<file path="src/rtl/regfile_block_transfer.sv">
// Block register/memory transfer sequencer for the CHIP-8 FX55 (store V0..Vx
// to mem[I..I+x]) and FX65 (load V0..Vx from mem[I..I+x]) opcodes.
// Each register takes two cycles: XFER_A issues the read (register file or
// memory), XFER_B presents the returned data to the other side with a single
// write strobe. Strobes are decoded from the state register, so an
// asynchronous reset removes them immediately. Address and select outputs
// hold their last driven value between uses.
module regfile_block_transfer #(
  parameter int ADDR_WIDTH  = 12,
  parameter int DATA_WIDTH  = 8,
  parameter int INCREMENT_I = 1
) (
  input  logic                  clk,
  input  logic                  reset,
  input  logic                  start,
  input  logic                  dir,
  input  logic [3:0]            last_reg,
  input  logic [ADDR_WIDTH-1:0] base_addr,
  output logic                  busy,
  output logic                  done,
  output logic [ADDR_WIDTH-1:0] i_next,
  output logic [3:0]            rf_sel_out,
  input  logic [DATA_WIDTH-1:0] rf_rdata,
  output logic                  rf_we,
  output logic [3:0]            rf_sel_in,
  output logic [DATA_WIDTH-1:0] rf_wdata,
  output logic [ADDR_WIDTH-1:0] mem_addr,
  output logic                  mem_we,
  output logic [DATA_WIDTH-1:0] mem_wdata,
  input  logic [DATA_WIDTH-1:0] mem_rdata
);

  localparam logic [1:0] S_IDLE   = 2'd0;
  localparam logic [1:0] S_XFER_A = 2'd1;
  localparam logic [1:0] S_XFER_B = 2'd2;
  localparam logic [1:0] S_DONE   = 2'd3;

  localparam logic INC_I = (INCREMENT_I != 0);

  logic [1:0]            state_q;
  logic [3:0]            k_q;
  logic                  dir_q;
  logic [3:0]            x_q;
  logic [ADDR_WIDTH-1:0] base_q;

  logic [3:0]            rf_sel_out_q;
  logic [ADDR_WIDTH-1:0] mem_addr_q;
  logic [DATA_WIDTH-1:0] mem_wdata_q;
  logic [3:0]            rf_sel_in_q;
  logic [DATA_WIDTH-1:0] rf_wdata_q;
  logic [ADDR_WIDTH-1:0] i_next_q;

  logic                  accept;
  logic                  st_a;
  logic                  ld_a;
  logic                  st_b;
  logic                  ld_b;
  logic                  last_k;
  logic [ADDR_WIDTH-1:0] addr_k;
  logic [ADDR_WIDTH-1:0] i_next_calc;

  // Phase decode and address arithmetic (wraps at ADDR_WIDTH bits).
  always_comb begin
    accept      = (state_q == S_IDLE) && start;
    st_a        = (state_q == S_XFER_A) && !dir_q;
    ld_a        = (state_q == S_XFER_A) &&  dir_q;
    st_b        = (state_q == S_XFER_B) && !dir_q;
    ld_b        = (state_q == S_XFER_B) &&  dir_q;
    last_k      = (k_q == x_q);
    addr_k      = base_q + ADDR_WIDTH'(k_q);
    // In the final XFER_B k equals x, so addr_k + 1 is base + x + 1.
    i_next_calc = INC_I ? (addr_k + ADDR_WIDTH'(1)) : base_q;
  end

  // Sequencer state and per-register counter.
  always_ff @(posedge clk or negedge reset) begin
    if (!reset) begin
      state_q <= S_IDLE;
      k_q     <= 4'd0;
    end else begin
      case (state_q)
        S_IDLE: begin
          if (start) begin
            state_q <= S_XFER_A;
            k_q     <= 4'd0;
          end
        end
        S_XFER_A: state_q <= S_XFER_B;
        S_XFER_B: begin
          if (last_k) begin
            state_q <= S_DONE;
          end else begin
            k_q     <= k_q + 4'd1;
            state_q <= S_XFER_A;
          end
        end
        default:  state_q <= S_IDLE;
      endcase
    end
  end

  // Operation arguments, captured only when a start is accepted so that
  // input changes during a transfer are invisible.
  always_ff @(posedge clk) begin
    if (accept) begin
      dir_q  <= dir;
      x_q    <= last_reg;
      base_q <= base_addr;
    end
  end

  // Hold registers: remember the last driven address/select/data and I.
  always_ff @(posedge clk or negedge reset) begin
    if (!reset) begin
      rf_sel_out_q <= '0;
      mem_addr_q   <= '0;
      mem_wdata_q  <= '0;
      rf_sel_in_q  <= '0;
      rf_wdata_q   <= '0;
      i_next_q     <= '0;
    end else begin
      if (st_a) begin
        rf_sel_out_q <= k_q;
      end
      if (ld_a || st_b) begin
        mem_addr_q <= addr_k;
      end
      if (st_b) begin
        mem_wdata_q <= rf_rdata;
      end
      if (ld_b) begin
        rf_sel_in_q <= k_q;
        rf_wdata_q  <= mem_rdata;
      end
      if ((state_q == S_XFER_B) && last_k) begin
        i_next_q <= i_next_calc;
      end
    end
  end

  // Output drive: live values during the owning phase, held values otherwise.
  always_comb begin
    busy       = (state_q != S_IDLE);
    done       = (state_q == S_DONE);
    i_next     = i_next_q;
    rf_sel_out = st_a ? k_q : rf_sel_out_q;
    mem_addr   = (ld_a || st_b) ? addr_k : mem_addr_q;
    mem_we     = st_b;
    mem_wdata  = st_b ? rf_rdata : mem_wdata_q;
    rf_we      = ld_b;
    rf_sel_in  = ld_b ? k_q : rf_sel_in_q;
    rf_wdata   = ld_b ? mem_rdata : rf_wdata_q;
  end

  // The two write ports must never be strobed in the same cycle.
  a_one_strobe: assert property (@(posedge clk) disable iff (!reset) !(rf_we && mem_we));

endmodule

</file>
<file path="config.mk">
export PLATFORM = sky130hd
export DESIGN_NAME = regfile_block_transfer
export DESIGN_NICKNAME = d
export VERILOG_FILES = /design/src/rtl/regfile_block_transfer.sv
export SDC_FILE = /design/constraint.sdc
export NUM_CORES = 1
export LEC_CHECK = 0
export CORE_ASPECT_RATIO = 0.9
export CORE_MARGIN = 4
export CORE_UTILIZATION = 50
export CTS_BUF_LIST = sky130_fd_sc_hd__clkbuf_2
export DETAILED_ROUTE_END_ITERATION = 10
export PLACE_DENSITY = 0.82
export RECOVER_POWER = 25
export SYNTH_ARGS = -nofsm -noshare
export SYNTH_HDL_FRONTEND = slang
export SYNTH_SLANG_ARGS = --single-unit
</file>
<file path="constraint.sdc">
create_clock -name clk -period 3.23 [get_ports clk]
set_clock_uncertainty 0.2 [all_clocks]
set_input_delay 0.323 -clock clk [delete_from_list [all_inputs] [get_ports clk]]
set_output_delay 0.323 -clock clk [all_outputs]
set_load 0.02 [all_outputs]
</file>
==> metrics.log, run 1 <==
INFO  metric r2r-start = k_q[0]$_DFFE_PN0P_
INFO  metric antennaDiodeCount = 0
INFO  metric area_growth = 39.2%
INFO  metric timing.critical_path.from_type = flop
INFO  metric postSynth.asyncResetShare = 76.1%
INFO  metric syn-instance-count = 247
INFO  metric num_io_pins = 88
INFO  metric tritoncts = yes
INFO  metric antenna_violating_nets_post_route = 0
INFO  metric max-clock-path-buffers = 2
INFO  metric totalWireLength = 7540 microns
INFO  metric synth_mux_area_share = 12.1%
INFO  metric yosysTopAreaCellShare = 41.6%
INFO  metric io_buffers = 87
INFO  metric final_setup_vio_count = 0
INFO  metric die_width = 93.0 microns
INFO  metric synth_seq_cells = 71
INFO  metric gp_congestion = 0.921
INFO  metric layout.cells.most_common_list = sky130_fd_sc_hd__clkdlybuf4s50_1, sky130_fd_sc_hd__dfrtp_1, sky130_fd_sc_hd__mux2_2, sky130_fd_sc_hd__nand2_1, sky130_fd_sc_hd__dlygate4sd3_1
INFO  metric synth-warning-count = 0
INFO  metric report.final.hold_viol_count = 0
INFO  metric grt_total_ovfl = 0
INFO  metric cellPowerDensity = 1000 nW/um^2
INFO  metric fmax = 310 MHz
INFO  metric floorplan.initialDensity = 52.3%
INFO  metric vias = 2351
INFO  metric final_common_cell = sky130_fd_sc_hd__clkdlybuf4s50_1
INFO  metric drt_first_iter_violations = 151
INFO  metric finalWorstPathRequiredPeriod = 3.23 ns
INFO  metric synth-seq-area-share = 57.3%
INFO  metric first_global_vias = 2272
INFO  metric pre_cts_slack = 0.00698 ns
INFO  metric setup.worst_path.start = k_q[0]$_DFFE_PN0P_
INFO  metric required = 2.71 ns
INFO  metric tightest_slew = 1.09 ns
INFO  metric area_share_of_and_or_nand_nor_cells_after_synthesis = 12.0%
INFO  metric max-vdd-ir-drop = 607 uV
INFO  metric fin_ws = 0.00175 ns
INFO  metric timing.slew.headroom = 27.2%
INFO  metric area_fraction_in_compound_gates_after_synthesis = 8.70%
INFO  metric cp.arrival = 2.71 ns
INFO  metric insertion_delay = 0.48 ns
INFO  metric grt_pass1_wl = 11500 microns
INFO  metric rsz0062_at_grt = yes
INFO  metric clock_tree.root_cell = sky130_fd_sc_hd__clkbuf_2
INFO  metric synth.avg_cell_area = 13.2 sq um
INFO  metric setup_total_negative_slack = 0 ns
INFO  metric critical_path_class = reg2out
INFO  metric cts_max_level = 3
INFO  metric synth_top_family_by_area = multiplexers
INFO  metric leakagePower = 0.00190 uW
INFO  metric synth.distinct_cells = 55
INFO  metric floorplan.core_area = 6220 sq um
INFO  metric reg_clk_slew_reported_paths = 0.21 ns
INFO  metric groute.usage.overall = 18.8%
INFO  metric leading_area_contributor_after_synthesis = sky130_fd_sc_hd__dfrtp_1
INFO  metric worstPathMaxFanout = 4
INFO  metric dr.pass1.iters = 4
INFO  metric floorplan.rows = 27
INFO  metric synth_xor_area_share = 5.62%
INFO  metric place_hpwl = 5160 microns
INFO  metric pin_count_of_the_biggest_net_entering_global_routing = 37
INFO  metric drive_gt1_share = 27.7%
INFO  metric drv_slew = 0
INFO  metric initial_antenna_violation_count = 0
INFO  metric max_cap_viol_count = 0
INFO  metric syn_nets = 290
INFO  metric period_share = 99.9%
INFO  metric timing.hold.ws = 0.248 ns
INFO  metric post_synth_main_area_contributors = sky130_fd_sc_hd__dfrtp_1, sky130_fd_sc_hd__edfxtp_1, sky130_fd_sc_hd__mux2_2
INFO  metric vertical_extent_of_the_die = 84.5 microns
INFO  metric status = complete, no violations
INFO  metric cts_inserted_buffers = 9
INFO  metric design.die.area = 7860 sq um
INFO  metric post_synth_fa_ha_maj_area_fraction = 2.92%
INFO  metric synth_top_flop_cell = sky130_fd_sc_hd__dfrtp_1
INFO  metric critical_path_sink_type = primary output
INFO  metric avgViaCountPerCell = 5.25
INFO  metric detail_route.wl_per_cell = 16.8 microns
INFO  metric hold_path.startpoint = rf_rdata[5]
INFO  metric syn_area = 3250 sq um
INFO  metric cts.sink_count = 71
INFO  metric hold_path.class = in2reg
INFO  metric nNetsFinal = 399
INFO  metric number_of_enable_type_register_cells_in_the_synthesized_netlist = 17
INFO  metric post-route-drc-count = 0
worst paths after layout:
check | end | slack [ns] | cells past startpoint
min in group asynchronous | mem_addr_q[6]$_DFF_PN0_ | 0.34 | 2
setup reg to reg | i_next[10]$_DFFE_PN0P_ | 0.36 | 9
max in group asynchronous | i_next[10]$_DFFE_PN0P_ | 1.03 | 3
hold reg to reg | i_next[2]$_DFFE_PN0P_ | 0.30 | 2
hold / removal | mem_wdata_q[5]$_DFF_PN0_ | 0.25 | 2
setup / recovery | mem_addr[10] | 0.002 | 9
what timing repair did:
item	CTS	global route
endpoints found under the setup margin	10	24
endpoints found under the hold margin	18	0
hold buffers	1	0
cloned	0	0
gates resized for setup	26	20
buffers inserted	3	3
pin swaps	3	3
final cells by class:
cell class | count | area [sq um]
timing repair buffer | 104 | 975
multi-input combinational | 165 | 1460
fill | 456 | 1690
sequential | 71 | 1860
clock inverter | 5 | 48.8
inverter | 5 | 18.8
clock buffer | 11 | 55.1
tap | 87 | 109
sequential cells by signal (all words and copies together) (netlist names), 4 cells and up:
register	count
i_next	12
rf_sel_out_q	4
mem_addr_q	12
rf_wdata_q	8
x_q	4
rf_sel_in_q	4
k_q	4
mem_wdata_q	8
base_q	12
layer usage:
layer	up-vias	global-route usage (%)	part of all wire, %	wire length, microns
met3	6	3.58	6.0	450
met5	-	0	0	0
met1	1147	26.2	43	3260
li1	1114	-	-	-
met2	84	29.6	50	3790
met4	0	7.06	0.58	44
kinds of logic (layout without fill, tap and decap cells):
kind of cell / after synthesis / in the layout
AO/OA/AOI/OAI: 39 / 39
XOR/XNOR: 20 / 20
adder cells (fa/ha/maj): 7 / 7
buffers and inverters: 11 / 125
flip-flops: 71 / 71
multiplexers: 35 / 35
AND/OR/NAND/NOR: 64 / 64
critical path, stage by stage, from the launching register on:
cell and delay [ns]:
sky130_fd_sc_hd__dfrtp_1 0.42, sky130_fd_sc_hd__ha_2 0.23, sky130_fd_sc_hd__fa_2 0.43, sky130_fd_sc_hd__a211oi_4 0.23, sky130_fd_sc_hd__buf_4 0.16, sky130_fd_sc_hd__nor2_4 0.06
sky130_fd_sc_hd__nand3_2 0.12, sky130_fd_sc_hd__xnor2_2 0.08, sky130_fd_sc_hd__mux2_4 0.27, sky130_fd_sc_hd__clkdlybuf4s15_2 0.25
stage by stage:
| stage | area, sq um | power [uW] | util, % | std cells |
|---|---|---|---|---|
| CTS | 4430 | 4430 | 71.2 | 445 |
| global placement | 4270 | 3880 | 68.8 | 425 |
| floorplan | 3250 | 2890 | - | 247 |
| global route | 4530 | 4790 | 72.8 | 448 |
| detailed placement | 4270 | 3940 | 68.8 | 425 |
| finish | 4530 | 4530 | 72.8 | 448 |
synth_stat cells (2+ instances only):
| cell type | number |
|---|---|
| sky130_fd_sc_hd__ha_1 | 6 |
| sky130_fd_sc_hd__and4_1 | 3 |
| sky130_fd_sc_hd__o21ai_1 | 5 |
| sky130_fd_sc_hd__clkbuf_1 | 3 |
| sky130_fd_sc_hd__xnor2_1 | 10 |
| sky130_fd_sc_hd__and2_1 | 3 |
| sky130_fd_sc_hd__xor2_1 | 9 |
| sky130_fd_sc_hd__dfrtp_1 | 54 |
| sky130_fd_sc_hd__inv_1 | 5 |
| sky130_fd_sc_hd__edfxtp_1 | 17 |
| sky130_fd_sc_hd__o21ai_0 | 8 |
| sky130_fd_sc_hd__nand2_1 | 21 |
| sky130_fd_sc_hd__o31ai_2 | 2 |
| sky130_fd_sc_hd__nor3_1 | 2 |
| sky130_fd_sc_hd__nand3_1 | 6 |
| sky130_fd_sc_hd__nor2_1 | 12 |
| sky130_fd_sc_hd__a31oi_1 | 5 |
| sky130_fd_sc_hd__mux2_2 | 34 |
| sky130_fd_sc_hd__a21oi_1 | 6 |
where the power goes:
group	switching [uW]	leakage, uW	total [uW]	internal [uW]
clock	297	0.0000647	475	178
sequential	163	0.000824	1440	1280
combinational	1380	0.00101	2610	1240
total	1840	0.00190	4530	2690
Note: power is estimated with default switching activity, not from simulation.
==> run 2: changes to the inputs <==
--- a/config.mk
+++ b/config.mk
@@ -5,12 +5,12 @@
 export SDC_FILE = /design/constraint.sdc
 export NUM_CORES = 1
 export LEC_CHECK = 0
-export CORE_ASPECT_RATIO = 0.9
+export CAP_MARGIN = 20
+export CORE_ASPECT_RATIO = 0.75
 export CORE_MARGIN = 4
-export CORE_UTILIZATION = 50
+export CORE_UTILIZATION = 30
 export CTS_BUF_LIST = sky130_fd_sc_hd__clkbuf_2
 export DETAILED_ROUTE_END_ITERATION = 10
-export PLACE_DENSITY = 0.82
 export RECOVER_POWER = 25
 export SYNTH_ARGS = -nofsm -noshare
 export SYNTH_HDL_FRONTEND = slang
==> run 2 against run 1 <==
Effect of this change: the flow now finishes with violations (capacitance limit, slew limit); register-to-register slack improved by 0.03 ns; worst setup slack improved by 0.031 ns; fmax rose by 0.98%; routed wire length rose by 4.9%; combinational power rose by 7%; non-clock buffer count rose by 14; global-route usage fell by 5.8 points; highest routed layer unchanged.
==> metrics.log, run 2 (synthesis results as in run 1) <==
INFO  metric status = finished with violations
INFO  metric failed_checks = capacitance limit, slew limit
INFO  metric timing.slew.headroom = -38.4%
INFO  metric final_setup_vio_count = 0
INFO  metric reg_clk_slew_reported_paths = 0.21 ns
INFO  metric timing.critical_path.from_type = flop
INFO  metric clock_tree.root_cell = sky130_fd_sc_hd__clkbuf_2
INFO  metric post-route-drc-count = 0
INFO  metric num_io_pins = 88
INFO  metric placed_cell_area = 4360 sq um
INFO  metric first_global_vias = 2508
INFO  metric switching_fraction_of_total_power = 40.3%
INFO  metric final_common_cell = sky130_fd_sc_hd__clkdlybuf4s50_1
INFO  metric clock_power_share = 8.8%
INFO  metric avgViaCountPerCell = 4.57
INFO  metric fmax = 313 MHz
INFO  metric cts.sink_count = 71
INFO  metric multi_input_area = 1500 sq um
INFO  metric worstPathMaxFanout = 4
INFO  metric stdcell_area = 4720 sq um
INFO  metric place_hpwl = 5820 microns
INFO  metric report.final.hold_viol_count = 0
INFO  metric utilization = 45.2%
INFO  metric max-clock-path-buffers = 2
INFO  metric rsz0062_at_grt = yes
INFO  metric die_width = 128 microns
INFO  metric period_share = 99.0%
INFO  metric area_growth = 45.3%
INFO  metric tightest_slew = 2.08 ns
INFO  metric nNetsFinal = 413
INFO  metric critical_path_sink_type = primary output
INFO  metric pin_count_of_the_biggest_net_entering_global_routing = 38
INFO  metric layoutNonFillerInstCount = 511
INFO  metric grt_total_ovfl = 0
INFO  metric final.fill_count = 970
INFO  metric crit_slowest_cell = sky130_fd_sc_hd__dfrtp_1
INFO  metric floorplan.initialDensity = 31.1%
INFO  metric cpMostUsedCell = sky130_fd_sc_hd__buf_6
INFO  metric critical_path.max_stage_delay = 0.46 ns
INFO  metric p_sw = 1860 uW
INFO  metric drv_slew = 38
INFO  metric pwr-share-comb = 60.1%
INFO  metric power.internal = 2760 uW
INFO  metric floorplan.rows = 32
INFO  metric cellPowerDensity = 978 nW/um^2
INFO  metric dr.pass1.iters = 4
INFO  metric cp.arrival = 2.67 ns
INFO  metric detail_route.wl_per_cell = 15.5 microns
INFO  metric critical_path_class = reg2out
INFO  metric drt_first_iter_violations = 106
INFO  metric totalWireLength = 7910 microns
INFO  metric groute.usage.overall = 13.1%
INFO  metric antennaDiodeCount = 0
INFO  metric ff_latch_area = 1860 sq um
INFO  metric antenna_violating_nets_post_route = 0
INFO  metric insertion_delay = 0.53 ns
INFO  metric design.die.area = 12600 sq um
INFO  metric timing.critical_path.cells = ha_4, fa_2, a211oi_4, buf_6, nor2_4, nand3_2, xnor2_2, mux2_4, buf_6
INFO  metric seq_power_share = 31.1%
INFO  metric layout.cells.most_common_list = sky130_fd_sc_hd__clkdlybuf4s50_1, sky130_fd_sc_hd__dfrtp_1, sky130_fd_sc_hd__mux2_2, sky130_fd_sc_hd__buf_4, sky130_fd_sc_hd__nand2_1
INFO  metric finalWorstPathRequiredPeriod = 3.20 ns
INFO  metric floorplan.core_area = 10500 sq um
INFO  metric tritoncts = yes
INFO  metric gp_congestion = 0.866
INFO  metric drive_gt1_share = 31.7%
INFO  metric hold_path.class = in2reg
INFO  metric vias = 2335
INFO  metric initial_antenna_violation_count = 0
INFO  metric place_inst = 477
INFO  metric cts_inserted_buffers = 9
INFO  metric required = 2.71 ns
INFO  metric max_cap_viol_count = 1
INFO  metric grt_pass1_wl = 13000 microns
INFO  metric cts_max_level = 3
INFO  metric vertical_extent_of_the_die = 98.2 microns
INFO  metric io_buffers = 87
INFO  metric max-vdd-ir-drop = 253 uV
INFO  metric leakagePower = 0.00195 uW
run 2: cell types whose count changed in the layout (fill, tap and decap cells not counted), moves of 2 or more:
cell	before	now
sky130_fd_sc_hd__a31oi_2	2	0
sky130_fd_sc_hd__clkbuf_2	14	12
sky130_fd_sc_hd__mux2_4	1	3
sky130_fd_sc_hd__buf_6	0	7
sky130_fd_sc_hd__buf_4	15	27
sky130_fd_sc_hd__xor2_2	0	2
sky130_fd_sc_hd__ha_4	2	4
sky130_fd_sc_hd__dlymetal6s2s_1	2	0
run 2: power groups by stage:
stage          combinational [uW]  clock, uW  sequential [uW]
4_1_cts                      2690        433             1430
6_report                     2780        407             1440
2_1_floorplan                1400          0             1490
5_1_grt                      2990        457             1480
3_5_place_dp                 2540          0             1460
3_3_place_gp                 2510          0             1440
run 2: routing by layer:
layer,share of wire (%),vias to the layer above,global-route usage (%)
li1,-,1138,-
met2,44,62,19.3
met3,5.7,12,4.26
met5,0,-,0
met1,49,1123,18.0
met4,1.4,0,4.65
run 2: metrics by stage:
step                      setup slack [ns]  setup TNS (ns)  hold WS, ns  power [uW]
final                               0.0331               0        0.175        4620
after CTS                          -0.0315         -0.0571       0.0670        4550
after detailed placement           0.00600               0        0.260        4000
after global placement              0.0732               0        0.266        3960
after floorplan                      0.407               0       -0.173        2890
after global routing               -0.0799          -0.203        0.146        4930
run 2: path summary, 6_finish.rpt:
path	start	endpoint	slack, ns	depth (start not counted)
min reg2reg	i_next[6]$_DFFE_PN0P_	i_next[6]$_DFFE_PN0P_	0.29	2
min	base_addr[7]	base_q[7]$_DFFE_PP_	0.17	1
max	k_q[0]$_DFFE_PN0P_	mem_addr[10]	0.03	9
max in group asynchronous	reset	k_q[2]$_DFFE_PN0P_	0.82	2
max reg2reg	k_q[0]$_DFFE_PN0P_	i_next[10]$_DFFE_PN0P_	0.39	9
min in group asynchronous	reset	k_q[0]$_DFFE_PN0P_	0.68	2
run 2: critical path: cells and delay by family, from the launching register on:
family / cells / cell delay [ns]
adders and majority gates: 2 / 0.58
AOI/OAI and AO/OA: 1 / 0.30
muxes: 1 / 0.28
and+or+nand+nor: 2 / 0.15
DFF: 1 / 0.46
xor gates and xnor gates: 1 / 0.09
buffers and inverters: 2 / 0.27
run 2: final cells by class:
type	count	area share, %
Timing Repair Buffer	118	23.3
Clock inverter	4	0.318
Tap cell	136	3.60
Sequential cell	71	39.5
Inverter	5	0.397
Multi-Input combinational cell	165	31.6
Clock buffer	12	1.27
run 2: repair_timing:
action | 4_1_cts | 5_1_grt
pin swaps | 7 | 13
hold endpoints to repair | 36 | 0
resized for setup | 50 | 20
setup endpoints to repair | 22 | 7
hold buffers | 1 | 0
buffers inserted | 13 | 6
==> variant: new RTL, settings of run 2 <==
Change the parameter `DATA_WIDTH` from 8 to 12.
--- a/src/rtl/regfile_block_transfer.sv
+++ b/src/rtl/regfile_block_transfer.sv
@@ -7,7 +7,7 @@
 // hold their last driven value between uses.
 module regfile_block_transfer #(
   parameter int ADDR_WIDTH  = 12,
-  parameter int DATA_WIDTH  = 8,
+  parameter int DATA_WIDTH  = 12,
   parameter int INCREMENT_I = 1
 ) (
   input  logic                  clk,
Ports: changed (resized mem_rdata, mem_wdata, rf_rdata and rf_wdata); port bits go from 88 to 104. No check against the original RTL was run, so the function may have changed too.
==> variant against run 2 <==
Highest routed layer unchanged. Maximum frequency up 4.4%. Design area increased by 3.6%. Synthesized area increased by 5.6%. Setup slack improved by 0.14 ns. Sequential cell count increased by 8. Count of clock-buffer cells in the layout is 2 lower. Register-to-register slack improved by 0.08 ns. Routed wire length is 7.0% higher. Total power rose by 7.2%. Global-route usage is 0.20 points higher. Hold slack improved by 0.022 ns. Die area up 5.2%. The run still ends with max-capacitance violations, max-slew violations left.
==> variant: results (changes against run 2) <==
metric	value	unit	change
r2r_cells	8		-1
met2_length	4.036	mm	+17%
synth_edf_count	17		unchanged
status	finished with violations		
wl_per_cell	15.79	um	+2.0%
vias	2481		+6.3%
min_to	base_q[1]		
dr.max_layer_used	met4		
drive_gt1_frac	0.2405		-0.07683
port_buffers	103		+18%
cts-root-buf	clkbuf_2		
startpoint	state_q[0]		
slew_headroom	-0.2205		+0.1635
path_delay_family	buffers and inverters		
cp_slowest_cell	clkdlybuf4s50_1		
gp_congestion	0.8138		-6.0%
min_delay_path_depth	1		unchanged
ys_seq_area_frac	0.6006		+0.02806
max-vdd-ir-drop	345.4	uV	+36%
dr_wl_met3	425	um	-5.6%
powerComb	2.75	mW	
grt_usage	0.1330		+0.002005
hpwl	6.350	mm	+9.0%
power_switching	1.969	mW	+5.8%
grt_pass1_vias	2609		+4.0%
r2r_end	i_next[11]		
violations	max-capacitance violations, max-slew violations		
fill_cells	1053		+8.6%
synth_area_leaders	dfrtp_1 (45%), edfxtp_1 (15%), mux2_2 (13%)		
antenna_found_initial	0		unchanged
leakagePower	2.029	nW	+3.9%
grt_max_degree	35		-7.9%
syn_nets	317		+9.3%
maxSlewViolCount	35		-7.9%
reg2reg_setup_slack	0.47	ns	+0.08 ns
critical_path.max_fanout	18		+14
maxPowerGroup	combinational logic		
finalHoldWorstSlack	0.1966	ns	+0.02176 ns
power_clock	0.600	mW	+47%
netlist-cell-type-count	39		-29%
gr-usage-met2	0.2147		+0.02138
max_stage_delay	0.55	ns	+0.09 ns
drtIter0Drc	134		+26%
h-tree-depth	3		unchanged
clk_pin_slew	0.22	ns	
use_met3	0.03792		-0.004722
netlist_top_cells_count	dfrtp_1 (62), mux2_2 (39), nor2_1 (23)		
drv_cap	1		unchanged
grt_pass1_wl	13.85	mm	+6.6%
met1Wirelength	3.893	mm	about the same
nets	441		+6.8%
grtUsageMet1	0.1735		-0.006452
synth_top_area_share	0.4519		+0.03635
clock_latency	0.53	ns	about the same
min-delay-start	base_addr[1]		
async_reset_ff_frac	0.7848		+0.02425
min_path_type	input port to flip-flop		
==> variant: cell families (layout without fill, tap and decap cells) <==
logic type	after synthesis	in the layout	share of synthesized area
other	0	1	0
flip-flops	79	79	0.6006
adder cells (fa/ha/maj)	7	7	0.02770
AO/OA/AOI/OAI	37	37	0.06596
multiplexers	40	40	0.1308
XOR/XNOR	17	17	0.04556
buffers and inverters	9	138	0.009842
AND/OR/NAND/NOR	77	77	0.1195
==> variant: cell type report <==
type / instances / area [um2] / share of cell area
Sequential cell: 79 / 2062 / 0.4213
Tap cell: 140 / 175.2 / 0.03579
Multi-Input combinational cell: 178 / 1393 / 0.2845
Inverter: 2 / 7.507 / 0.001534
Timing Repair Buffer: 120 / 1120 / 0.2288
Clock buffer: 10 / 50.05 / 0.01022
Clock inverter: 6 / 85.08 / 0.01738
Antenna cell: 1 / 2.502 / 0.0005112
==> variant: worst max-delay path by stage <==
stage / to / slack, ns
5_1_grt: mem_addr[3] / -0.07
3_5_place_dp: mem_addr[9] / 0.15
3_3_place_gp: mem_addr[11] / 0.21
6_report: mem_addr[1] / 0.17
2_1_floorplan: mem_addr[11] / 0.60
4_1_cts: mem_addr[9] / -0.06
==> variant: through the flow <==
stage	utilization	setup WS, ns	instance area (um2)	cells	power [mW]
2_1_floorplan	-	0.6005	3433	266	3.159
3_5_place_dp	0.4259	0.1530	4713	516	4.431
5_1_grt	0.4421	-0.06790	4892	535	5.300
3_3_place_gp	0.4259	0.2115	4713	516	4.392
6_report	0.4423	0.1691	4895	536	4.951
4_1_cts	0.4418	-0.05617	4888	534	5.018
==> variant: timing repair <==
item                       CTS  global route
gates resized for setup     22            20
buffers inserted             1             1
setup endpoints to repair   10             9
hold buffers                 1             0
hold endpoints to repair    32             0
pin swaps                    2             3
